$ cat src/rtl/shift_add_multiplier_pkg.sv
// Shared definitions for the shift-and-add multiplier: state encoding and default operand width.
// The ALU top level imports this package too, so the encodings stay in one place.
package shift_add_multiplier_pkg;

    localparam int DEFAULT_WIDTH = 8;

    typedef enum logic [1:0] {
        IDLE = 2'd0,
        RUN  = 2'd1,
        DONE = 2'd2
    } mult_state_t;

endpackage

$ cat src/rtl/shift_add_multiplier_adder.sv
// Parallel_Adder: the ALU's WIDTH-bit ripple-carry adder, reused by the multiplier as its only adder.
module Parallel_Adder #(
    parameter int WIDTH = 8
) (
    input  logic [WIDTH-1:0] a,
    input  logic [WIDTH-1:0] b,
    input  logic             cin,
    output logic [WIDTH-1:0] sum,
    output logic             cout
);

    logic [WIDTH:0] carry;

    assign carry[0] = cin;

    for (genvar gi = 0; gi < WIDTH; gi++) begin : g_bit
        assign sum[gi]       = a[gi] ^ b[gi] ^ carry[gi];
        assign carry[gi + 1] = (a[gi] & b[gi]) | (carry[gi] & (a[gi] ^ b[gi]));
    end

    assign cout = carry[WIDTH];

endmodule

$ cat src/rtl/shift_add_multiplier.sv
// Sequential unsigned WIDTH x WIDTH multiplier: one shared adder, one add-and-shift step per clock,
// start/busy/done handshake, product register holding the last completed result.
module shift_add_multiplier
    import shift_add_multiplier_pkg::*;
#(
    parameter int WIDTH = DEFAULT_WIDTH
) (
    input  logic               clk,
    input  logic               rst,
    input  logic               start,
    input  logic [WIDTH-1:0]   a,
    input  logic [WIDTH-1:0]   b,
    output logic [2*WIDTH-1:0] product,
    output logic               busy,
    output logic               done
);

    localparam int CNT_W = $clog2(WIDTH);
    localparam logic [CNT_W-1:0] CNT_LOAD = CNT_W'(WIDTH - 1);

    mult_state_t state;
    mult_state_t next_state;

    logic [WIDTH-1:0] m;
    logic [WIDTH-1:0] acc;
    logic [WIDTH-1:0] q;
    logic             c;
    logic [CNT_W-1:0] cnt;

    logic [WIDTH-1:0]   addend;
    logic [WIDTH-1:0]   sum;
    logic               cout;
    logic [2*WIDTH:0]   shifted;

    assign addend = q[0] ? m : '0;

    // C is cleared on load and by every shift, so the carry-in is always zero here.
    Parallel_Adder #(
        .WIDTH (WIDTH)
    ) u_adder (
        .a    (acc),
        .b    (addend),
        .cin  (c),
        .sum  (sum),
        .cout (cout)
    );

    assign shifted = {cout, sum, q} >> 1;

    always_ff @(posedge clk or posedge rst) begin
        if (rst) begin
            state <= IDLE;
        end else begin
            state <= next_state;
        end
    end

    always_comb begin
        next_state = state;
        case (state)
            IDLE:    if (start) next_state = RUN;
            RUN:     if (cnt == '0) next_state = DONE;
            DONE:    next_state = IDLE;
            default: next_state = IDLE;
        endcase
    end

    // The final iteration writes product from the same shifted value that lands in {Acc,Q}.
    always_ff @(posedge clk or posedge rst) begin
        if (rst) begin
            m       <= '0;
            acc     <= '0;
            q       <= '0;
            c       <= 1'b0;
            cnt     <= '0;
            product <= '0;
        end else begin
            case (state)
                IDLE: begin
                    if (start) begin
                        m   <= a;
                        q   <= b;
                        acc <= '0;
                        c   <= 1'b0;
                        cnt <= CNT_LOAD;
                    end
                end
                RUN: begin
                    c   <= shifted[2*WIDTH];
                    acc <= shifted[2*WIDTH-1:WIDTH];
                    q   <= shifted[WIDTH-1:0];
                    if (cnt == '0) begin
                        product <= shifted[2*WIDTH-1:0];
                    end else begin
                        cnt <= cnt - CNT_W'(1);
                    end
                end
                default: begin
                end
            endcase
        end
    end

    assign busy = (state == RUN);
    assign done = (state == DONE);

endmodule

$ cat config.mk
export PLATFORM = sky130hd
export DESIGN_NAME = shift_add_multiplier
export DESIGN_NICKNAME = d
export VERILOG_FILES = /design/src/rtl/shift_add_multiplier_pkg.sv /design/src/rtl/shift_add_multiplier_adder.sv /design/src/rtl/shift_add_multiplier.sv
export SDC_FILE = /design/constraint.sdc
export NUM_CORES = 1
export LEC_CHECK = 0
export BUFFER_PORTS_ARGS = -buffer_cell sky130_fd_sc_hd__buf_2
export CAP_MARGIN = 20
export CORE_UTILIZATION = 50
export DETAILED_ROUTE_END_ITERATION = 7
export PLACE_DENSITY = 0.84
export SYNTH_ARGS = -nofsm -noshare
export SYNTH_HDL_FRONTEND = slang
export SYNTH_SLANG_ARGS = --single-unit
$ cat constraint.sdc
create_clock -name clk -period 3.7 [get_ports clk]
set_input_delay 0.37 -clock clk [delete_from_list [all_inputs] [get_ports clk]]
set_output_delay 0.37 -clock clk [all_outputs]
set_load 0.02 [all_outputs]
==> impl_results.rst <==
.. list-table::
   :header-rows: 1

   * - Metric
     - Value
   * - Router iterations before antenna repair
     - 5
   * - Register clock-pin slew on the reported worst setup and hold paths
     - 80 ps
   * - Prevailing post-synth register cell
     - dfrtp_1
   * - # rows
     - 23
   * - Period Utilization, post-route
     - 92.6%
   * - Routability-driven placement congestion ratio
     - 0.769
   * - Dominant cell type by area after synthesis
     - dfrtp_1
   * - Starting Density
     - 52.5%
   * - Number of antenna violations at the first check in global routing
     - 0
   * - Maximum Capacitance Violations
     - 0
   * - Highest achievable clock rate
     - 292 MHz
   * - Number of buffers inserted to repair setup after CTS
     - 0
   * - List of cells traversed by the critical path
     - and2_1, ha_1, inv_1, fa_1, inv_1, fa_1, fa_1, inv_1, fa_1, fa_1, fa_1, fa_1, o21ai_0
   * - Clock tree from TritonCTS
     - yes
   * - Worst slew margin
     - 23.7%
   * - Switching share of power
     - 36.2%
   * - Netlist area before placement
     - 2130 um^2
   * - Total of cells resized after clock tree synthesis
     - 0
   * - Port Buf Inserts
     - 36
   * - Hold Violations, Final
     - 0
   * - Final routed DRC violation total
     - 0
   * - Path class of the lowest-slack min-delay path
     - in -> async
   * - Comb power frac
     - 39.2%
   * - Min Tclk post-route
     - 3420 ps
   * - Total buffers and inverters traversed by the critical path
     - 3
   * - Type of element capturing the critical path
     - flop
   * - Ranking of synthesized cells by area
     - dfrtp_1, fa_1, mux2_4, mux2_1, o21ai_0
   * - First DRT Iteration DRCs
     - 46
   * - TritonCTS Buffers
     - 5
   * - Buffer depth of the longest clock path
     - 2
   * - Asr flop ratio synth
     - 100%
   * - Post-synthesis sequential element count
     - 45
   * - Number of sinks handled by clock tree synthesis
     - 45
   * - Number of setup violations in the final report
     - 0
   * - Overall routed net length
     - 4.00 mm
   * - Startpoint-to-endpoint class of the critical path
     - reg -> reg
   * - Post-placement worst setup slack
     - 314 ps
   * - Clock skew
     - 7.18 ps
   * - Worst vdd ir
     - 0.329 mV
   * - Critical Path Max Stage Delay
     - 460 ps
   * - Critical Path Source Type
     - flop
   * - Top cell family by delay on the critical path
     - adder cells
   * - Number of hold buffers added after cts
     - 0
   * - Actual transition at the worst max-transition pin
     - 1140 ps
   * - Internal cell power
     - 1.37 mW
   * - End of the worst register-to-register path
     - acc[6]
   * - Number of levels in the clock H-tree
     - 2
   * - DR WL/cell
     - 15.2 um
   * - Final slew viol count
     - 0
   * - Average cell area after synthesis
     - 12.0 um^2
   * - Clock Root Buffer
     - clkbuf_8
   * - Global-route wire length before repair
     - 6.62 mm
   * - Layout cells sized above 1
     - 29.0%
   * - Die extent in x
     - 67.2 um
   * - Area of the multi-input gates
     - 887 um^2
   * - Total stage count of the critical path
     - 13
   * - Antenna Cells
     - 0
   * - Required arrival time at the worst endpoint
     - 3920 ps
   * - Num ports
     - 37
   * - EDFF count, synth
     - 0
   * - Worst EP arrival
     - 3650 ps
   * - Via count
     - 1,436
   * - Cell count of the worst reg-to-reg path
     - 13
   * - Synthesis Warnings
     - 0
   * - Detail-routed via count per cell
     - 5.44
   * - Max Fanout on Critical Path
     - 2
   * - Final layout net count
     - 242
   * - Final-layout fill cell count
     - 321
   * - Area Growth Syn to Fin
     - 15.5%
   * - Number of global-route vias before repair
     - 1,430
   * - Slack of the critical path
     - 276 ps
   * - Total negative setup slack
     - 0 ps
   * - Critical path's most frequent cell
     - fa_1
   * - Post-Route Utilization
     - 60.6%
   * - Total congestion overflow
     - 0
   * - Critical-path top delay cell
     - fa_1
   * - GRT Overall Usage
     - 20.1%
   * - Total net switching power
     - 0.775 mW
   * - Maximum number of pins on one net before global-route repair
     - 46
   * - Total power divided by cell area
     - 872 nW/um^2
   * - DIE HEIGHT
     - 67.2 um
   * - Total power after layout
     - 2.14 mW
   * - Startpoint of the worst register-to-register path
     - m[0]
   * - Gate count of the mapped netlist
     - 177
   * - Number of distinct library cells after synthesis
     - 27
   * - Post-route ant nets
     - 0
   * - Share of the synthesized area in the top cell type
     - 52.9%
   * - Die area
     - 4520 um^2
   * - Slack of the worst reg-to-reg path
     - 280 ps
   * - Half-perimeter wire length after detailed placement
     - 2.74 mm
   * - Unrepaired setup endpoints after global routing
     - no
   * - Post-Syn Nets
     - 206
   * - Leakage power
     - 1.16 nW
   * - Part of the Yosys area used for sequential elements
     - 52.9%
   * - Flop pwr share
     - 40.6%
   * - Run status
     - completed
   * - Part of the power in the clock network
     - 20.2%
   * - Register area
     - 1130 um^2
   * - Core region area
     - 4060 um^2
   * - Clock latency of the later-clocked register in the worst-skew pair
     - 300 ps
[through the flow]
stage	hold slack, ps	cells	cell area, um^2
finish	186	264	2460
global route	243	264	2460
CTS	204	264	2460
detailed placement	470	256	2320
global placement	463	256	2320
floorplan	450	177	2130
[synth_stat cells (2+ instances only)]
cell	count
a22o_1	2
and2_1	3
nor2_1	7
fa_1	7
ha_1	3
nand2_1	14
mux2_4	8
o21ai_0	15
mux2_1	8
nor2b_1	9
a22oi_1	7
a21oi_1	13
inv_1	14
mux2_2	4
buf_6	3
dfrtp_1	45
nand2b_1	2
buf_2	2
clkbuf_1	3
[cell type report]
class | count | area share, %
inverters | 14 | 2.14
well taps | 50 | 2.55
multi-input cells | 109 | 36.1
repair buffers | 38 | 7.94
clock inverters | 3 | 2.65
flip-flops and latches | 45 | 45.8
clock buffers | 5 | 2.80
[per-layer routing]
layer	track usage, %	vias up	routed length, um
li1	-	673	-
met3	3.89	15	142
met2	32.1	40	1990
met5	0	-	0
met1	26.1	708	1760
met4	9.84	0	116
[worst register-to-register path, delay by kind of cell (launching register included)]
family / cells / cell delay (ps)
adder cells (fa/ha/maj): 8 / 2500
flip-flops: 1 / 360
buffers and inverters: 3 / 190
AO/OA/AOI/OAI: 1 / 190
AND/OR/NAND/NOR: 1 / 130
[state kept, by name, summed over array words and instances, names as in the netlist]
register	count
product	16
acc	8
m	8
q	8
cnt	3
state	2
[cell usage in the layout (no fill, tap or decap), types with 4 or more instances in the layout]
| cell type | instances |
|---|---|
| buf_2 | 36 |
| mux2_2 | 4 |
| a22oi_1 | 7 |
| clkbuf_8 | 5 |
| nor2_1 | 7 |
| o21ai_0 | 15 |
| nand2_1 | 14 |
| nor2b_1 | 9 |
| mux2_4 | 8 |
| dfrtp_1 | 45 |
| inv_1 | 13 |
| mux2_1 | 8 |
| fa_1 | 7 |
| a21oi_1 | 13 |
[worst max-delay path by stage]
stage	from	to	slack (ps)
global placement	m[0]	acc[6]	460
CTS	m[0]	acc[6]	310
global route	q[0]	acc[6]	160
floorplan	q[0]	acc[6]	260
finish	m[0]	acc[6]	280
detailed placement	m[0]	acc[6]	310
[logic make-up (layout without fill, tap and decap cells)]
kind of cell / count (synthesis) / count (layout) / synth area share [%]
buffers and inverters: 23 / 60 / 5.41
multiplexers: 21 / 21 / 12.5
adder cells (fa/ha/maj): 10 / 10 / 8.35
AND/OR/NAND/NOR: 38 / 38 / 9.46
flip-flops: 45 / 45 / 52.9
AO/OA/AOI/OAI: 40 / 40 / 11.4
[power groups by stage]
stage	sequential (mW)	clock [mW]	combinational, mW
CTS	0.869	0.443	0.843
detailed placement	0.876	0	0.839
global route	0.905	0.457	0.933
global placement	0.868	0	0.800
finish	0.870	0.433	0.839
floorplan	0.922	0	0.550
Note: power is estimated with default switching activity, not from simulation.
